**src/rtl/sync_debounce.sv**
```systemverilog
// sync_debounce: per-bit debouncer with registered rise/fall edge pulses.
//
// Each bit of the already-synchronized input d must differ from the current
// debounced level for STABLE_CYCLES consecutive clocks before that level
// flips. The flip is accompanied by a one-cycle rise or fall pulse.
//
// Ports:
//   clk      system clock, all state changes on posedge
//   rst      asynchronous, active-high reset
//   d        synchronized input bus (WIDTH bits), no synchronization here
//   q        debounced level (registered)
//   rise     one-cycle pulse per bit on q[i] 0->1 (registered)
//   fall     one-cycle pulse per bit on q[i] 1->0 (registered)
//   changed  OR of rise|fall, high in the same cycle as any pulse (registered)
module sync_debounce #(
    parameter int unsigned      WIDTH         = 4,
    parameter int unsigned      STABLE_CYCLES = 16,
    parameter logic [WIDTH-1:0] INIT          = '0
) (
    input  logic             clk,
    input  logic             rst,
    input  logic [WIDTH-1:0] d,
    output logic [WIDTH-1:0] q,
    output logic [WIDTH-1:0] rise,
    output logic [WIDTH-1:0] fall,
    output logic             changed
);

    localparam int unsigned      CNT_W    = $clog2(STABLE_CYCLES + 1);
    localparam logic [CNT_W-1:0] CNT_LAST = CNT_W'(STABLE_CYCLES - 1);

    if (STABLE_CYCLES < 1) begin : g_bad_stable_cycles
        $error("sync_debounce: STABLE_CYCLES must be >= 1");
    end

    logic [WIDTH-1:0] q_q, q_d;
    logic [WIDTH-1:0] rise_q, rise_d;
    logic [WIDTH-1:0] fall_q, fall_d;
    logic             changed_q, changed_d;
    logic [CNT_W-1:0] cnt_q [WIDTH];
    logic [CNT_W-1:0] cnt_d [WIDTH];

    // Per-bit run counter of samples differing from the debounced level.
    // A matching sample clears the run, which is what rejects glitches.
    always_comb begin
        q_d    = q_q;
        rise_d = '0;
        fall_d = '0;
        cnt_d  = cnt_q;
        for (int unsigned i = 0; i < WIDTH; i++) begin
            if (d[i] == q_q[i]) begin
                cnt_d[i] = '0;
            end else if (cnt_q[i] == CNT_LAST) begin
                q_d[i]    = d[i];
                cnt_d[i]  = '0;
                rise_d[i] = d[i];
                fall_d[i] = ~d[i];
            end else begin
                cnt_d[i] = cnt_q[i] + CNT_W'(1);
            end
        end
        changed_d = |(rise_d | fall_d);
    end

    // State and output registers.
    always_ff @(posedge clk or posedge rst) begin
        if (rst) begin
            q_q       <= INIT;
            rise_q    <= '0;
            fall_q    <= '0;
            changed_q <= 1'b0;
            cnt_q     <= '{default: '0};
        end else begin
            q_q       <= q_d;
            rise_q    <= rise_d;
            fall_q    <= fall_d;
            changed_q <= changed_d;
            cnt_q     <= cnt_d;
        end
    end

    assign q       = q_q;
    assign rise    = rise_q;
    assign fall    = fall_q;
    assign changed = changed_q;

endmodule
```
**config.mk**
```make
export PLATFORM = sky130hd
export DESIGN_NAME = sync_debounce
export DESIGN_NICKNAME = d
export VERILOG_FILES = /design/src/rtl/sync_debounce.sv
export SDC_FILE = /design/constraint.sdc
export NUM_CORES = 1
export LEC_CHECK = 0
export CORE_UTILIZATION = 40
export DETAILED_ROUTE_END_ITERATION = 7
export PLACE_DENSITY = 0.66
export SETUP_SLACK_MARGIN = 0.1
export SLEW_MARGIN = 20
export SYNTH_ARGS = -nofsm -noshare
export SYNTH_HDL_FRONTEND = slang
export SYNTH_SLANG_ARGS = --single-unit
```
**constraint.sdc**
```tcl
create_clock -name clk -period 1.1 [get_ports clk]
set_clock_uncertainty 0.05 [all_clocks]
set_input_delay 0.165 -clock clk [delete_from_list [all_inputs] [get_ports clk]]
set_output_delay 0.165 -clock clk [all_outputs]
set_load 0.02 [all_outputs]
```
==> flow_summary.ini <==
[grt]
grt_use_total_pct = 18.0
grt_first_pass_wirelength_um = 4710
use_met2_pct = 28.7
antenna_found_initial = 0
top_usage_layer = met2
grt_pass1_vias = 1039
grt_overflow = 0
grt_use_met1_pct = 22.1
grt_max_degree = 34
use_met3_pct = 7.14

[power]
ir_drop_mv = 0.728
power_leakage_nw = 1.18
p_per_area_mw_per_mm2 = 1260

[cts]
cts_tree = yes
numCtsBuffers = 5
cts.sinks = 33
cts-root-buf = clkbuf_4
cts.htree.levels = 2
clock_latency_ps = 330
clk_pin_slew_ps = 100
clock_path_buffers = 2

[yosys]
ys_seq_elements = 33
postSynthAreaPerCell_sq_um = 13.4
syn_area_sq_mm = 0.00140
synthDistinctLibCells = 16
synth_edf_count = 0
yosysMostFrequentCell = dfrtp_1
synth_top_area_share_pct = 58.9
yosys_warnings = 0
synthCells = 105
async_flop_share_pct = 100
synthFlopType = dfrtp_1
synth_area_leader_cell = dfrtp_1
synthTopCellsByCount = dfrtp_1 (33), nor2_1 (12)
synth_top_cells_by_area = dfrtp_1 (59%), nand4b_4 (6.8%), xnor2_1 (5.0%)
syn_nets = 115
ys_seq_area_share_pct = 58.9

[routing]
first_iter_violations = 41
ant_nets = 0
vias = 982
avgViaCountPerCell = 4.65
wirelength_um = 2930
drc = 0
first_pass_iters = 4
wl_per_cell_um = 13.9

[place]
dp.final_hpwl_um = 1900
io_buffers = 18
gp_congestion = 0.719

[run]
max-cap-violations = 0

[floorplan]
die_area_sq_mm = 0.00375
placementRows = 21
start_util_pct = 42.0
core_sq_mm = 0.00334
die_y_um = 61.2
die_w_um = 61.2
ioPinCount = 19

[worst_hold_path]
hold_path.class = primary input to async pin

[critical_path]
start_kind = flop
endpoint_kind = flop
arrival_ps = 1380
cp.required_ps = 1270
worstSetupPathType = flop to flop
critPathMaxFanout = 5

[timing]
fin_crit_ps = 1210
rsz0062_at_grt = true
setup_viol = 21
worstMarginPinSlew_ps = 419
fmax_ghz = 0.828
setup_ws_ps = -108
maxSlewHeadroom_pct = 72.0
timing.hold.ws_ps = 115
drv_slew = 0
hold_viol_final = 0
final.setup.tns_ps = -1050
finalCritPeriodShare_pct = 110

[finish]
multiInputGateArea_sq_um = 836
fill_cells = 239
nNetsFinal = 174
drive_above_1_share_pct = 58.2
antenna_cells = 0
syn_to_final_growth_pct = 64.4
regArea_sq_um = 831

[outcome]
status = finished, violations left
failed_checks = negative setup slack
[critical path: stages, from the launching register on]
cell      delay (ps)
dfrtp_1          410
ha_4             170
nand4b_4         140
mux2_4           320
[through the flow]
stage | utilization (%) | instances | area (sq um) | setup slack (ps) | power, W
final | 69.1 | 211 | 2310 | -108 | 0.00290
after global routing | 69.1 | 211 | 2310 | -150 | 0.00307
after CTS | 67.0 | 212 | 2240 | -106 | 0.00291
after detailed placement | 57.9 | 199 | 1930 | -325 | 0.00184
after global placement | 57.9 | 199 | 1930 | -300 | 0.00182
after floorplan | - | 105 | 1460 | -46.6 | 0.00162
[timing repair]
| action | 4_1_cts | 5_1_grt |
|---|---|---|
| setup endpoints to repair | 46 | 46 |
| pin swaps | 16 | 7 |
| buffers inserted | 5 | 0 |
| gates resized for setup | 107 | 13 |
| hold buffers | 0 | 0 |
[sequential cells by signal (all words and copies together) (netlist names)]
register,flops
changed,1
cnt_q,20
fall,4
q,4
rise,4
[final cells by class]
class / instances / share of cell area, %
clock inverter: 1 / 1.30
clock buffer: 7 / 2.39
sequential: 33 / 36.0
multi-input combinational: 71 / 36.2
tap: 46 / 2.50
timing repair buffer: 52 / 21.4
inverter: 1 / 0.163
[kinds of logic after synthesis]
logic type / share of synthesized area (%)
and+or+nand+nor: 20.3
DFF: 58.9
xor gates and xnor gates: 9.99
AOI/OAI and AO/OA: 2.68
muxes: 4.28
adders and majority gates: 3.57
buffers and inverters: 0.267
[layer usage]
layer	vias up	wire, um
li1	479	-
met1	478	1200
met2	20	1540
met3	5	138
met4	0	49
met5	-	0
[final timing paths]
check                      startpoint   endpoint  slack [ps]  cells past startpoint
hold reg to reg             cnt_q[14]  cnt_q[14]         470                      2
hold / removal                    rst  cnt_q[16]         110                      3
setup reg to reg             cnt_q[1]       q[3]        -110                      3
max in group asynchronous         rst       q[3]         700                      3
min in group clk                 d[2]   cnt_q[7]         310                      3
setup / recovery             cnt_q[1]       q[3]        -110                      3
[power breakdown]
part | switching (W) | internal (W)
Sequential | 0.0000888 | 0.00129
Combinational | 0.000236 | 0.000344
Clock | 0.000392 | 0.000543
[placed cells by master, fill, tap and decap left out, types with 2 or more instances in the layout]
| cell | instances |
|---|---|
| nand2_1 | 6 |
| nor3b_2 | 8 |
| buf_6 | 20 |
| dfrtp_2 | 4 |
| xor2_1 | 4 |
| nand3_1 | 4 |
| xor2_4 | 4 |
| mux2_4 | 4 |
| ha_4 | 4 |
| and3_4 | 3 |
| nor2_1 | 11 |
| xnor2_2 | 5 |
| buf_4 | 26 |
| clkbuf_4 | 5 |
| o22ai_1 | 2 |
| clkdlybuf4s50_1 | 4 |
| nand4b_4 | 4 |
| a31oi_1 | 3 |
| dfrtp_1 | 29 |
| xnor2_1 | 2 |
Power figures use the tool's default switching activity.
